$ cat src/rtl/glitch_sweep_ctrl.sv
// ---------------------------------------------------------------------------
// glitch_sweep_ctrl
//
// Walks the glitch engine's delay/width registers through a 2-D grid. Delay is
// the inner loop and width is the outer loop. Each grid point gets `repeats`
// attempts. An attempt arms the engine, waits for its completion pulse, then
// idles for `cooldown`+1 cycles before the next attempt.
//
// Optional feature macro: SWEEP_TIMEOUT_EN
//   defined   -> RUN watchdog. After TIMEOUT_CYCLES cycles without glitch_done
//                the attempt is closed as if the engine had finished, and
//                timeout_count increments (saturating).
//   undefined -> no watchdog. RUN waits indefinitely and timeout_count stays 0.
//
// Ports
//   clk, rst            : clock and synchronous active-high reset
//   start, abort        : begin a sweep (sampled in IDLE) / return to IDLE
//   delay_min/max/step  : inner-loop bounds and step (latched on start)
//   width_min/max/step  : outer-loop bounds and step (latched on start)
//   repeats, cooldown   : attempts per point and idle cycles between attempts
//   glitch_done         : one-cycle completion pulse from the glitch engine
//   arm                 : high while an attempt is outstanding (state RUN)
//   delay_out/width_out : current grid point
//   busy                : sweep in progress (state != IDLE)
//   done                : one-cycle pulse on normal completion
//   attempt_count       : attempts completed in the current/last sweep
//   timeout_count       : attempts closed by the watchdog
// ---------------------------------------------------------------------------
module glitch_sweep_ctrl #(
    parameter int W              = 32,
    parameter int TIMEOUT_CYCLES = 1_000_000
) (
    input  logic         clk,
    input  logic         rst,
    input  logic         start,
    input  logic         abort,
    input  logic [W-1:0] delay_min,
    input  logic [W-1:0] delay_max,
    input  logic [W-1:0] delay_step,
    input  logic [W-1:0] width_min,
    input  logic [W-1:0] width_max,
    input  logic [W-1:0] width_step,
    input  logic [7:0]   repeats,
    input  logic [15:0]  cooldown,
    input  logic         glitch_done,
    output logic         arm,
    output logic [W-1:0] delay_out,
    output logic [W-1:0] width_out,
    output logic         busy,
    output logic         done,
    output logic [31:0]  attempt_count,
    output logic [15:0]  timeout_count
);

    typedef enum logic [1:0] {
        ST_IDLE = 2'd0,
        ST_RUN  = 2'd1,
        ST_COOL = 2'd2
    } state_t;

    localparam logic [W-1:0] ONE_W = {{(W-1){1'b0}}, 1'b1};

    state_t       state_r, state_nxt_s;

    // Sweep configuration captured at start
    logic [W-1:0] dmin_r, dmax_r, dstep_r;
    logic [W-1:0] wmin_r, wmax_r, wstep_r;
    logic [7:0]   reps_r;
    logic [15:0]  cool_r;

    // Sweep progress
    logic [15:0]  cnt_r;
    logic [7:0]   rep_r;
    logic [W-1:0] delay_r, width_r;
    logic [31:0]  attempt_r;
    logic [15:0]  tmo_r;
    logic         done_r;

    // Transition strobes produced by the next-state logic
    logic         latch_s, finish_s, timeout_s;
    logic         adv_rep_s, adv_delay_s, adv_width_s, end_s;
    logic         wd_hit_s;
    logic         arm_s, busy_s;

    // One extra bit so a step past 2^W-1 compares as "beyond max" instead of wrapping
    logic [W:0]   d_next_s, w_next_s;
    logic         rep_more_s;

    assign d_next_s   = {1'b0, delay_r} + {1'b0, dstep_r};
    assign w_next_s   = {1'b0, width_r} + {1'b0, wstep_r};
    assign rep_more_s = ({1'b0, rep_r} + 9'd1) < {1'b0, reps_r};

`ifdef SWEEP_TIMEOUT_EN
    localparam logic [31:0] WD_LIMIT = 32'(TIMEOUT_CYCLES - 1);

    logic [31:0] wd_r;

    // Watchdog counts RUN cycles; RUN is always entered from IDLE or COOL, so it restarts at 0
    always_ff @(posedge clk) begin
        if (rst) begin
            wd_r <= 32'd0;
        end else if (state_r != ST_RUN) begin
            wd_r <= 32'd0;
        end else begin
            wd_r <= wd_r + 32'd1;
        end
    end

    assign wd_hit_s = (wd_r == WD_LIMIT);
`else
    // No watchdog in this build; the parameter is kept so both builds share one port/parameter list
    assign wd_hit_s = 1'b0 & (TIMEOUT_CYCLES < 0);
`endif

    // State register
    always_ff @(posedge clk) begin
        if (rst) begin
            state_r <= ST_IDLE;
        end else begin
            state_r <= state_nxt_s;
        end
    end

    // Next-state logic and transition strobes; abort overrides everything
    always_comb begin
        state_nxt_s = state_r;
        latch_s     = 1'b0;
        finish_s    = 1'b0;
        timeout_s   = 1'b0;
        adv_rep_s   = 1'b0;
        adv_delay_s = 1'b0;
        adv_width_s = 1'b0;
        end_s       = 1'b0;
        if (abort) begin
            state_nxt_s = ST_IDLE;
        end else begin
            case (state_r)
                ST_IDLE: begin
                    if (start) begin
                        state_nxt_s = ST_RUN;
                        latch_s     = 1'b1;
                    end else begin
                        state_nxt_s = ST_IDLE;
                    end
                end
                ST_RUN: begin
                    if (glitch_done) begin
                        state_nxt_s = ST_COOL;
                        finish_s    = 1'b1;
                    end else if (wd_hit_s) begin
                        state_nxt_s = ST_COOL;
                        finish_s    = 1'b1;
                        timeout_s   = 1'b1;
                    end else begin
                        state_nxt_s = ST_RUN;
                    end
                end
                ST_COOL: begin
                    if (cnt_r != 16'd0) begin
                        state_nxt_s = ST_COOL;
                    end else if (rep_more_s) begin
                        state_nxt_s = ST_RUN;
                        adv_rep_s   = 1'b1;
                    end else if (d_next_s <= {1'b0, dmax_r}) begin
                        state_nxt_s = ST_RUN;
                        adv_delay_s = 1'b1;
                    end else if (w_next_s <= {1'b0, wmax_r}) begin
                        state_nxt_s = ST_RUN;
                        adv_width_s = 1'b1;
                    end else begin
                        state_nxt_s = ST_IDLE;
                        end_s       = 1'b1;
                    end
                end
                default: begin
                    state_nxt_s = ST_IDLE;
                end
            endcase
        end
    end

    // State-decoded outputs
    always_comb begin
        arm_s  = (state_r == ST_RUN);
        busy_s = (state_r != ST_IDLE);
    end

    // Datapath: configuration capture, grid stepping and counters
    always_ff @(posedge clk) begin
        if (rst) begin
            dmin_r    <= '0;
            dmax_r    <= '0;
            dstep_r   <= '0;
            wmin_r    <= '0;
            wmax_r    <= '0;
            wstep_r   <= '0;
            reps_r    <= 8'd0;
            cool_r    <= 16'd0;
            cnt_r     <= 16'd0;
            rep_r     <= 8'd0;
            delay_r   <= '0;
            width_r   <= '0;
            attempt_r <= 32'd0;
            tmo_r     <= 16'd0;
            done_r    <= 1'b0;
        end else begin
            done_r <= end_s;
            if (latch_s) begin
                // Zero step / zero repeats would stall or skip the grid, so promote them to 1
                dmin_r    <= delay_min;
                dmax_r    <= delay_max;
                dstep_r   <= (delay_step == '0) ? ONE_W : delay_step;
                wmin_r    <= width_min;
                wmax_r    <= width_max;
                wstep_r   <= (width_step == '0) ? ONE_W : width_step;
                reps_r    <= (repeats == 8'd0) ? 8'd1 : repeats;
                cool_r    <= cooldown;
                cnt_r     <= 16'd0;
                rep_r     <= 8'd0;
                delay_r   <= delay_min;
                width_r   <= width_min;
                attempt_r <= 32'd0;
                tmo_r     <= 16'd0;
            end else if (finish_s) begin
                cnt_r     <= cool_r;
                attempt_r <= attempt_r + 32'd1;
                if (timeout_s && (tmo_r != 16'hFFFF)) begin
                    tmo_r <= tmo_r + 16'd1;
                end else begin
                    tmo_r <= tmo_r;
                end
            end else if ((state_r == ST_COOL) && (cnt_r != 16'd0) && !abort) begin
                cnt_r <= cnt_r - 16'd1;
            end else if (adv_rep_s) begin
                rep_r <= rep_r + 8'd1;
            end else if (adv_delay_s) begin
                rep_r   <= 8'd0;
                delay_r <= d_next_s[W-1:0];
            end else if (adv_width_s) begin
                rep_r   <= 8'd0;
                delay_r <= dmin_r;
                width_r <= w_next_s[W-1:0];
            end else if (end_s) begin
                rep_r   <= 8'd0;
                delay_r <= dmin_r;
            end else begin
                cnt_r <= cnt_r;
            end
        end
    end

    assign arm           = arm_s;
    assign busy          = busy_s;
    assign delay_out     = delay_r;
    assign width_out     = width_r;
    assign done          = done_r;
    assign attempt_count = attempt_r;
    assign timeout_count = tmo_r;

endmodule
$ cat config.mk
export PLATFORM = sky130hd
export DESIGN_NAME = glitch_sweep_ctrl
export DESIGN_NICKNAME = d
export VERILOG_FILES = /design/src/rtl/glitch_sweep_ctrl.sv
export SDC_FILE = /design/constraint.sdc
export NUM_CORES = 1
export LEC_CHECK = 0
export BUFFER_PORTS_ARGS = -buffer_cell sky130_fd_sc_hd__buf_2
export CAP_MARGIN = 20
export CORE_MARGIN = 2
export CORE_UTILIZATION = 40
export CTS_CLUSTER_DIAMETER = 40
export DETAILED_ROUTE_END_ITERATION = 16
export SYNTH_ARGS = -nofsm -noshare
export SYNTH_HDL_FRONTEND = slang
export SYNTH_SLANG_ARGS = --single-unit
$ cat constraint.sdc
create_clock -name clk -period 15.21 [get_ports clk]
set_input_delay 3.042 -clock clk [delete_from_list [all_inputs] [get_ports clk]]
set_output_delay 3.042 -clock clk [all_outputs]
set_load 0.1 [all_outputs]
**After elaboration in Yosys (flattened, before gate mapping)**

Cells that the tools add are included.

- Flip-flop bits (word level): 307
- Bits in latches: 0
- Bits in writable memories: 0
- Memory bits (read-only): 0
- Input bits: 221
- Output and inout port bits: 115
- Logic and storage cells: 105
- Memories: 0

- Add/subtract/negate cells: 6
- Multipliers: 0
- Div/mod/pow operators: 0
- Order comparisons: 3
- Eq/ne operators: 6
- Shift operators: 0
- Muxes and demuxes: 56
- Bitwise gates (word level): 2
- Reduce and logical (&&, ||, !) cells: 18

Operators with widths:

| kind | number |
|---|---|
| $mux 32 | 15 |
| $add 32x32->33 | 2 |
| $le 33x32->1 | 2 |
| $logic_not 32->1 | 2 |
| $mux 8 | 5 |
| $add 32x1->32 const B | 1 |
| $mux 16 | 2 |
| $mux 1 | 31 |
| $reduce_bool 16->1 | 1 |
| $sub 16x1->16 const B | 1 |
| $add 8x1->9 const B | 1 |
| $lt 9x8->1 | 1 |
| $add 8x1->8 const B | 1 |
| $logic_not 8->1 | 1 |
| $ne 2x2->1 const B | 4 |
| $reduce_bool 4->1 | 2 |
| $pmux 2 s3 | 1 |
| $reduce_bool 2->1 | 3 |
| $reduce_and 5->1 | 1 |
| $mux 2 | 2 |
| $reduce_and 4->1 | 1 |
| $reduce_or 2->1 | 2 |
| $reduce_and 3->1 | 1 |
| $eq 2x1->1 const B | 1 |
| 5 further kinds | 7 |

**Depth between registers and ports, before layout**

Gate-level depths: netlist of run 1.

- Depth after elaboration: 15
- Gate-level depth with buffers: 24
- Depth with buffers taken out: 21

**Least setup slack after synthesis of run 1**

Ideal clock, no wire load.

- Path kind: reg-to-reg
- Start point: register delay_r[0], in the netlist delay_out[0]
- End point: register width_r[31], in the netlist width_out[31]
- Library setup time: 0.122 ns
- Arrival: 5.619 ns
- Data required time: 15.088 ns
- Setup slack: 9.469 ns
- Cell stages (with the launch flop): 24
- Path buffers: 2
- Period minus slack after synthesis: 5.741 ns
- Path through: dfxtp_1 ha_1 inv_1 fa_1 nand2b_1 a21o_1 a211o_1 a21oi_1 o21ai_0 nand2_1 a2111oi_0 a311o_1 ha_1 nand3_1 nor4_1 a221oi_1 a211oi_1 o31ai_1 and3_1 buf_6 or4_4 buf_6 and4_4 a311o_1

- Cells in the longest elaborated chain, start to end: 9
- Elaborated cells on any way between the ends: 15
- Classes of those cells: 1 x add/sub; 1 x order compare; 1 x eq/ne; 10 x mux; 2 x reduce/logical

Ends and longest elaborated chain:

| what | RTL line | text |
|---|---|---|
| start, declared | 74 | `logic [W-1:0] delay_r, width_r;` |
| start signal, assigned | 220 | `delay_r <= delay_min;` |
| start signal, assigned | 238 | `delay_r <= d_next_s[W-1:0];` |
| start signal, assigned | 241 | `delay_r <= dmin_r;` |
| $add 32x32->33 (*) | 89 | `assign d_next_s = {1'b0, delay_r} + {1'b0, dstep_r};` |
| $le 33x32->1 (*) | 164 | `end else if (d_next_s <= {1'b0, dmax_r}) begin` |
| $mux 1 | 164 |  |
| $mux 1 | 161 | `end else if (rep_more_s) begin` |
| $mux 1 | 159 | `if (cnt_r != 16'd0) begin` |
| $mux 1 | 137 | `case (state_r)` |
| $mux 1 | 134 | `if (abort) begin` |
| $ne 2x2->1 (no source line) / $reduce_bool 2->1 (equally long branches) | -- |  |
| $reduce_and 5->1 (no source line) (*) | -- |  |
| end signal, assigned | 221 | `width_r <= width_min;` |
| end signal, assigned | 242 | `width_r <= w_next_s[W-1:0];` |
| end, declared | 74 |  |

Every way passes the cells marked *; elsewhere a longest branch is shown, timed or not.
A chain may end at the register's enable or synchronous reset.

**Worst setup path in the final report of run 1**

- Start point: register delay_r[0], in the netlist delay_out[0]
- End point: register width_r[27], in the netlist width_out[27]

The elaborated chain is that of the path after synthesis.

==> results of run 1 <==
per-stage QoR:
step,worst slack (ns),total power [mW]
after floorplan,9.47,1.17
after global placement,9.08,1.29
after detailed placement,9.16,1.30
after CTS,9.14,2.67
after global routing,8.64,2.75
final,9.08,2.65
report_power, final:
part,internal (mW),leakage (nW),switching [mW]
sequential,0.838,2.50,0.0228
clock,0.903,0.975,0.463
combinational,0.134,5.93,0.289
metal layers:
layer,share of wire (%),wire [microns],up-vias
li1,-,-,8253
met1,44,24800,7841
met2,47,26200,474
met3,5.6,3170,102
met4,3.5,1980,0
met5,0,0,-
cells by family after synthesis:
group,Yosys count,synth area share [%]
XOR/XNOR,77,3.91
AND/OR/NAND/NOR,825,21.6
adder cells (fa/ha/maj),140,10.3
AO/OA/AOI/OAI,575,21.5
buffers and inverters,232,5.62
other,1,0.0218
flip-flops,307,35.7
multiplexers,25,1.46
path summary, 6_finish.rpt:
| kind | start | to | slack (ns) | depth (start not counted) |
|---|---|---|---|---|
| setup / recovery | delay_out[0]$_SDFFE_PP0P_ | width_out[27]$_SDFFE_PP0P_ | 9.08 | 21 |
| hold / removal | cool_r[13]$_SDFFE_PP0P_ | cool_r[13]$_SDFFE_PP0P_ | 0.45 | 2 |
| setup reg to reg | delay_out[0]$_SDFFE_PP0P_ | width_out[27]$_SDFFE_PP0P_ | 9.08 | 21 |
| hold reg to reg | cool_r[13]$_SDFFE_PP0P_ | cool_r[13]$_SDFFE_PP0P_ | 0.45 | 2 |
worst min-delay path: stages (launching register included):
cell	delay, ns
dfxtp_1	0.30
nand2_1	0.05
a21oi_1	0.05
synthesized netlist by cell type (all sizes together) (9+ instances only):
cell	n	area share [%]
nand2	397	8.7
a221oi	11	0.56
a31oi	14	0.51
xnor2	38	1.9
a21oi	260	7.6
nand3	43	1.3
a211o	10	0.51
nor2b	14	0.51
xor2	39	2.0
dfxtp	307	36
o221a	28	1.8
nor4	30	1.2
or3	16	0.58
buf	37	1.4
nand4	33	1.2
o21a	13	0.57
a22o	27	1.4
nor2	182	4.0
a211oi	19	0.86
a21o	35	1.5
mux2i	24	1.4
o211ai	29	1.3
inv	103	2.2
clkbuf	92	2.0
o21ai	68	2.0
ha	138	10
nand2b	12	0.44
nor3	33	0.99
or2	9	0.33
and3	22	0.82
layout make-up:
cell class	count	area, sq um	share of cell area, %
Multi-Input combinational cell	1658	10200	48.1
Antenna cell	2	5.00	0.0236
Tap cell	546	683	3.22
Sequential cell	307	6150	28.9
Timing Repair Buffer	333	1750	8.23
Inverter	103	387	1.82
Clock buffer	60	1460	6.86
Clock inverter	44	602	2.83
sequential cells by signal (all words and copies together), names as in the netlist, 16 cells and up:
signal	flops
attempt_count	32
delay_out	32
dmax_r	32
dmin_r	32
dstep_r	32
width_out	32
wmax_r	32
wstep_r	32
cnt_r	16
cool_r	16
==> results.cfg, run 1 <==
[global_route]
gr-total-overflow = 0
grt_pass1_wl_microns = 87000
met1_usage_pct = 31.4
grt_pass1_vias = 16300
grt_busiest_layer = met2
gr-usage-all-layers_pct = 24.6
grt_max_degree = 91
grt_antenna_before_repair = 1
use_met2_pct = 40.9
grtUsageMet3_pct = 4.90

[worst_setup_path]
end_kind = flip-flop
crit_type = flip-flop to flip-flop
cp_top_family = simple AND/OR/NAND/NOR gates
cpMaxStageDelayCell = or4_1
cp.arrival_ns = 6.61
critPathLaunchType = flip-flop
critPathMaxStageDelay_ns = 0.55
path_max_fanout = 34
crit_buf_inv = 1
cp_cell_sequence = ha_1 > inv_1 > fa_1 > nand2b_1 > a21o_1 > a211o_1 > nand2_1 > a221oi_1 > o21ai_0 > a21oi_1 > nand4b_1 > ha_1 > nand3_1 > nor4_1 > nand2_1 > or4_1 > o31ai_1 > and3_1 > or4_4 > nand2_4 > o221a_2
required_ns = 15.69

[routing]
route.detailed.drc = 0
drtPass1Iterations = 5
wl_per_cell_microns = 18.4
routed_via_density = 5.46
ant_nets = 0
wl_microns = 56200
num_vias = 16700
drt_iter0_drc = 1138

[floorplanning]
initial_core_util_pct = 40.3
die_x_microns = 212
die_area_sq_um = 44800
io_pins = 336
die_h_microns = 212
rows = 76
coreArea_sq_um = 42800

[logic_synthesis]
ys.flop_type = dfxtp_1
async_flop_share_pct = 0
syn_area_per_cell_sq_um = 7.90
ys_seq_elements = 307
yosys_warnings = 0
synth_cell_types = 77
ys_seq_area_share_pct = 35.7
syn-cell-area_sq_um = 17200
syn_inst = 2182
synth_edf_count = 0

[pwr]
powerDensity_nw_per_um2 = 125
irDropWorstVdd_uv = 77.1
p_leak_nw = 9.41

[finish]
final_nets = 2820
mostFrequentLayoutCells = nand2_1, buf_2, dfxtp_1
design_area_sq_um = 21200
final_cells = 3053
final_common_cell = nand2_1
drive_gt1_share_pct = 19.7
utilization_pct = 49.6
fill_cells = 4187
area.growth.synth_to_final_pct = 23.2

[clock_tree]
cts_resized = 0
cts.sink_count = 307
htreeDepth = 2
holdBufCountCts = 0
numCtsBuffers = 56
cts_tree = built
clockRootBuffer = clkbuf_16
cts_setup_buffers = 0
clk_latency_ns = 0.60
clkTransAtPathRegs_ns = 0.06
cts_buffer_depth = 3

[sta]
fmax_mhz = 163
rsz0062_at_grt = no
skew_ns = 0.0176
hold_viol = 0
final.min_clock_period_ns = 6.13
worst_pin_slew_ns = 0.979
fin_hold_ws_ns = 0.453
min_period_over_period_pct = 40.3
slew_viol_final = 0
slew_headroom_pct = 34.1
finalSetupViolations = 0
setup_tns_ns = 0

[place]
numPortBuffers = 319
place.gp.congestion = 0.934
dpl.cell_count = 2946
dp_hpwl_microns = 42100
place_area_sq_um = 19100

[min_path]
hold_class = flip-flop to flip-flop

[flow_run]
cap_violations = 0

[status]
status = completed
(Power assumes the default switching activity.)
==> run 2: changes to the inputs <==
Clock period 15.21 ns to 4.9 ns, I/O delays scaled along.
==> run 2 against run 1 <==
Net effect: the run now ends with setup timing left; first-iteration DRC count decreased by 18%; final area rose by 9.7%; clock power grew to 3.1 times the previous value; sequential share of layout area down 2.2 points; power rose to 3.2 times the previous value; critical path depth is 3 higher; critical path type unchanged.
==> results.cfg, run 2 (same netlist as run 1, synthesis figures left out) <==
[floorplanning]
coreArea_sq_um = 42800
die_area_sq_um = 44800
die_h_microns = 212
io_pins = 336
rows = 76
die_x_microns = 212
initial_core_util_pct = 40.3

[worst_setup_path]
critPathMaxStageDelay_ns = 0.58
path_max_fanout = 6
r2r_start = dstep_r[8]$_SDFFE_PP0P_
r2r_cells = 24
end_kind = flip-flop
cp-startpoint = dstep_r[8]$_SDFFE_PP0P_
crit_type = flip-flop to flip-flop
crit_end = width_out[14]$_SDFFE_PP0P_
cpMaxStageDelayCell = or4_4
critPathLaunchType = flip-flop
r2r_end = width_out[14]$_SDFFE_PP0P_
cp.arrival_ns = 5.60
cp_cell_sequence = ha_4 > buf_4 > and3_2 > nand3_4 > a211o_1 > buf_6 > a21oi_4 > o21ai_2 > nand2_2 > buf_4 > a21o_1 > a311o_1 > ha_4 > nand3_4 > nor4_4 > a221oi_2 > a211oi_2 > o31ai_2 > and3_4 > or4_4 > buf_12 > buf_8 > nand2_8 > o221a_2
required_ns = 5.44
reg2reg_setup_slack_ns = -0.15

[finish]
final_common_cell = nand2_1
area.growth.synth_to_final_pct = 35.2
mostFrequentLayoutCells = nand2_1, buf_2, dfxtp_1
fill_cells = 4039
final_cells = 3228
final_nets = 2993
seq_area_sq_um = 6230
diodes = 0
multi_input_area_sq_um = 10800
drive_gt1_share_pct = 29.0
design_area_sq_um = 23300

[routing]
drtPass1Iterations = 5
ant_nets = 0
wl_per_cell_microns = 18.2
wl_microns = 58600
drt_iter0_drc = 938
routed_via_density = 5.40
route.detailed.drc = 0
num_vias = 17400

[sta]
skew_ns = 0.0205
finalSetupViolations = 32
min_period_over_period_pct = 103
rsz0062_at_grt = yes
finalWorstSetupSlack_ns = -0.153
fin_hold_ws_ns = 0.453
slew_viol_final = 0
slew_headroom_pct = 43.6
hold_viol = 0
fmax_mhz = 198
worst_pin_slew_ns = 0.845
final.min_clock_period_ns = 5.05

[place]
place_area_sq_um = 20300
place.gp.congestion = 0.900
dp_hpwl_microns = 43600
numPortBuffers = 319
dpl.cell_count = 3089

[global_route]
gr-usage-all-layers_pct = 25.3
grt_max_degree = 84
grt_pass1_wl_microns = 89400
gr-total-overflow = 0
grt_antenna_before_repair = 0
grt_pass1_vias = 16900

[min_path]
hold_class = flip-flop to flip-flop

[clock_tree]
clkTransAtPathRegs_ns = 0.05
numCtsBuffers = 58
cts_buffer_depth = 3
cts_tree = built
clockRootBuffer = clkbuf_16
htreeDepth = 2
clk_latency_ns = 0.60
cts.sink_count = 307
holdBufCountCts = 0

[status]
status = finished with violations
violations = setup timing

[pwr]
powerDensity_nw_per_um2 = 361
p_leak_nw = 10.5
total_power_mw = 8.41
irDropWorstVdd_uv = 251

[flow_run]
cap_violations = 0
## run 2: changes by cell type in the layout (fill, tap and decap cells not counted), moves of 10 or more
cell / previous run / this run
buf_4: 11 / 165
dfxtp_1: 307 / 268
dfxtp_4: 0 / 13
buf_6: 1 / 11
o21ai_0: 68 / 58
dfxtp_2: 0 / 26
## run 2: layout make-up
type	instances	share of cell area, %
multi-input combinational	1661	46.5
sequential	307	26.7
clock inverter	45	2.34
timing repair buffer	501	13.3
tap	546	2.93
clock buffer	65	6.52
inverter	103	1.66
## run 2: worst max-delay path, delay by kind of cell (launching register included)
| kind | cells | cell delay, ns |
|---|---|---|
| AOI/OAI and AO/OA | 9 | 1.71 |
| DFF | 1 | 0.37 |
| buffers and inverters | 5 | 0.70 |
| adders and majority gates | 2 | 0.55 |
| and+or+nand+nor | 8 | 1.67 |
## run 2: how the worst min path moves through the flow
stage / start / to / cells past startpoint / slack, ns
after floorplan: dmin_r[24]$_SDFFE_PP0P_ / dmin_r[24]$_SDFFE_PP0P_ / 2 / 0.43
after global placement: dmin_r[24]$_SDFFE_PP0P_ / dmin_r[24]$_SDFFE_PP0P_ / 2 / 0.44
after detailed placement: dmin_r[24]$_SDFFE_PP0P_ / dmin_r[24]$_SDFFE_PP0P_ / 2 / 0.45
after CTS: dmin_r[24]$_SDFFE_PP0P_ / dmin_r[24]$_SDFFE_PP0P_ / 2 / 0.45
after global routing: dmax_r[22]$_SDFFE_PP0P_ / dmax_r[22]$_SDFFE_PP0P_ / 2 / 0.47
final: dmax_r[3]$_SDFFE_PP0P_ / dmax_r[3]$_SDFFE_PP0P_ / 2 / 0.45
## run 2: through the flow
step / setup TNS, ns / worst slack, ns / util, %
floorplan: -2.27 / -0.0974 / -
global placement: -9.42 / -0.273 / 47.5
detailed placement: -14.09 / -0.349 / 47.5
CTS: -0.161 / -0.0126 / 53.5
global route: -13.98 / -0.344 / 54.4
finish: -3.43 / -0.153 / 54.4
## run 2: layer usage
layer / vias up / share of wire [%] / GRT usage [%]
met2: 483 / 47 / 42.9
met1: 8211 / 44 / 31.9
li1: 8627 / - / -
met4: 0 / 4.1 / 10.6
met5: - / 0 / 0
met3: 112 / 5.0 / 3.86
## run 2: repair_timing
action / in CTS / in global routing
pin swaps: 23 / 42
buffers inserted: 16 / 10
endpoints found under the hold margin: 0 / 0
resized for setup: 72 / 57
setup endpoints to repair: 65 / 65
gates cloned: 2 / 3
## run 2: power by group
part | internal [mW] | leakage (nW) | switching [mW]
Sequential | 2.60 | 2.52 | 0.0721
Clock | 2.69 | 0.998 | 1.49
Combinational | 0.570 | 6.96 | 0.982
Total | 5.86 | 10.5 | 2.55
==> run 3: changes to the inputs <==
Settings changed: SKIP_LAST_GASP from default to 1.
==> run 3 against run 2 <==
Net effect: the run still ends with setup timing left; clock skew fell by 0.0012 ns; power fell by 0.33%; wire length fell by 0.68%.
==> results.cfg, run 3 (same netlist as run 1, synthesis figures left out) <==
[status]
status = finished with violations
violations = setup timing

[sta]
fin_hold_ws_ns = 0.453
final.min_clock_period_ns = 5.00
finalWorstSetupSlack_ns = -0.0959
fmax_mhz = 200
worst_pin_slew_ns = 0.841
slew_viol_final = 0
hold_viol = 0
rsz0062_at_grt = yes
min_period_over_period_pct = 102
slew_headroom_pct = 43.9
setup_tns_ns = -2.72
skew_ns = 0.0192
finalSetupViolations = 44

[floorplanning]
initial_core_util_pct = 40.3
die_h_microns = 212
io_pins = 336
die_area_sq_um = 44800
die_x_microns = 212
coreArea_sq_um = 42800
rows = 76

[min_path]
hold_class = flip-flop to flip-flop
hold_depth = 2

[clock_tree]
htreeDepth = 2
numCtsBuffers = 58
clk_latency_ns = 0.60
cts_buffer_depth = 3
clockRootBuffer = clkbuf_16
cts_tree = built
clkTransAtPathRegs_ns = 0.05
cts.sink_count = 307

[finish]
multi_input_area_sq_um = 10800
mostFrequentLayoutCells = nand2_1, buf_2, dfxtp_1
final_cells = 3222
final_nets = 2987
drive_gt1_share_pct = 28.7
area.growth.synth_to_final_pct = 34.4
final_common_cell = nand2_1
seq_area_sq_um = 6230
fill_cells = 4041
diodes = 0

[global_route]
grt_pass1_wl_microns = 89300
grt_antenna_before_repair = 0
gr-usage-all-layers_pct = 25.2
gr-total-overflow = 0
grt_max_degree = 84
grt_pass1_vias = 16900

[routing]
route.detailed.drc = 0
num_vias = 17400
wl_microns = 58200
drtPass1Iterations = 5
drt_iter0_drc = 971
wl_per_cell_microns = 18.1
ant_nets = 0
routed_via_density = 5.39

[worst_setup_path]
crit_type = flip-flop to flip-flop
path_max_fanout = 8
cp.arrival_ns = 5.48
required_ns = 5.39
end_kind = flip-flop
critPathLaunchType = flip-flop
r2r_cells = 23

[pwr]
seqPwrFrac_pct = 31.9
switching_share_pct = 30.2
internal_power_mw = 5.85
p_leak_nw = 10.4
irDropWorstVdd_uv = 250
power_frac_clock_pct = 49.9
powerDensity_nw_per_um2 = 362
comb_power_share_pct = 18.2
switchingPower_mw = 2.53

[flow_run]
cap_violations = 0

[place]
dpl.cell_count = 3089
post-place-ws_ns = -0.349
dp_hpwl_microns = 43600
numPortBuffers = 319
place.gp.congestion = 0.900
run 3: changes by cell type in the layout (fill, tap and decap cells not counted), sizes merged:
cell   change
buf        -5
nand2      -1
run 3: stage by stage:
stage                     utilization [%]  power, mW  instance area, sq um
after floorplan                         -       3.64                 17400
after global placement               47.5       4.11                 20300
after detailed placement             47.5       4.13                 20300
after CTS                            53.4       8.42                 22900
after global routing                 54.1       8.72                 23200
final                                54.1       8.38                 23200
run 3: power by group through the flow:
| stage | combinational [mW] | clock (mW) | sequential, mW |
|---|---|---|---|
| 2_1_floorplan | 0.753 | 0 | 2.89 |
| 3_3_place_gp | 1.39 | 0 | 2.72 |
| 3_5_place_dp | 1.41 | 0 | 2.72 |
| 4_1_cts | 1.49 | 4.26 | 2.67 |
| 5_1_grt | 1.65 | 4.39 | 2.68 |
| 6_report | 1.53 | 4.18 | 2.67 |
run 3: timing repair:
item / in CTS / in global routing
endpoints found under the setup margin: 65 / 65
resized for setup: 69 / 41
pin swaps: 23 / 23
setup buffers: 16 / 4
gates cloned: 2 / 2
hold buffers: 0 / 0
run 3: final cells by class:
type / count / share of cell area, %
Sequential cell: 307 / 26.9
Multi-Input combinational cell: 1660 / 46.5
Timing Repair Buffer: 496 / 13.1
Clock inverter: 45 / 2.36
Clock buffer: 65 / 6.55
Inverter: 103 / 1.67
Tap cell: 546 / 2.95
run 3: worst paths after layout:
check	start	endpoint	slack [ns]
max	dstep_r[0]$_SDFFE_PP0P_	width_out[3]$_SDFFE_PP0P_	-0.1
min	dmax_r[3]$_SDFFE_PP0P_	dmax_r[3]$_SDFFE_PP0P_	0.45
max reg2reg	dstep_r[0]$_SDFFE_PP0P_	width_out[3]$_SDFFE_PP0P_	-0.1
min reg2reg	dmax_r[3]$_SDFFE_PP0P_	dmax_r[3]$_SDFFE_PP0P_	0.45
run 3: worst max-delay path: stages (launching register included):
cell and delay, ns:
dfxtp_2 0.35, ha_4 0.14, inv_2 0.03, fa_2 0.34, nand2b_4 0.15, a21o_1 0.17, a211o_1 0.34, buf_6 0.14
a21oi_4 0.11, o21ai_2 0.08, nand2_2 0.09, a2111oi_2 0.07, a311o_1 0.37, ha_4 0.33, nand3_4 0.08, nor4_4 0.28
nand2_2 0.13, a211oi_4 0.25, o31ai_2 0.10, and3_4 0.21, or4_4 0.58, buf_12 0.17, buf_16 0.13, o221a_2 0.25
run 3: per-layer routing:
metal,GRT usage [%],up-vias,wire length [microns]
met5,0,-,0
met4,10.5,0,2270
met3,3.86,109,3040
met2,42.8,466,27400
met1,31.8,8194,25500
li1,-,8612,-
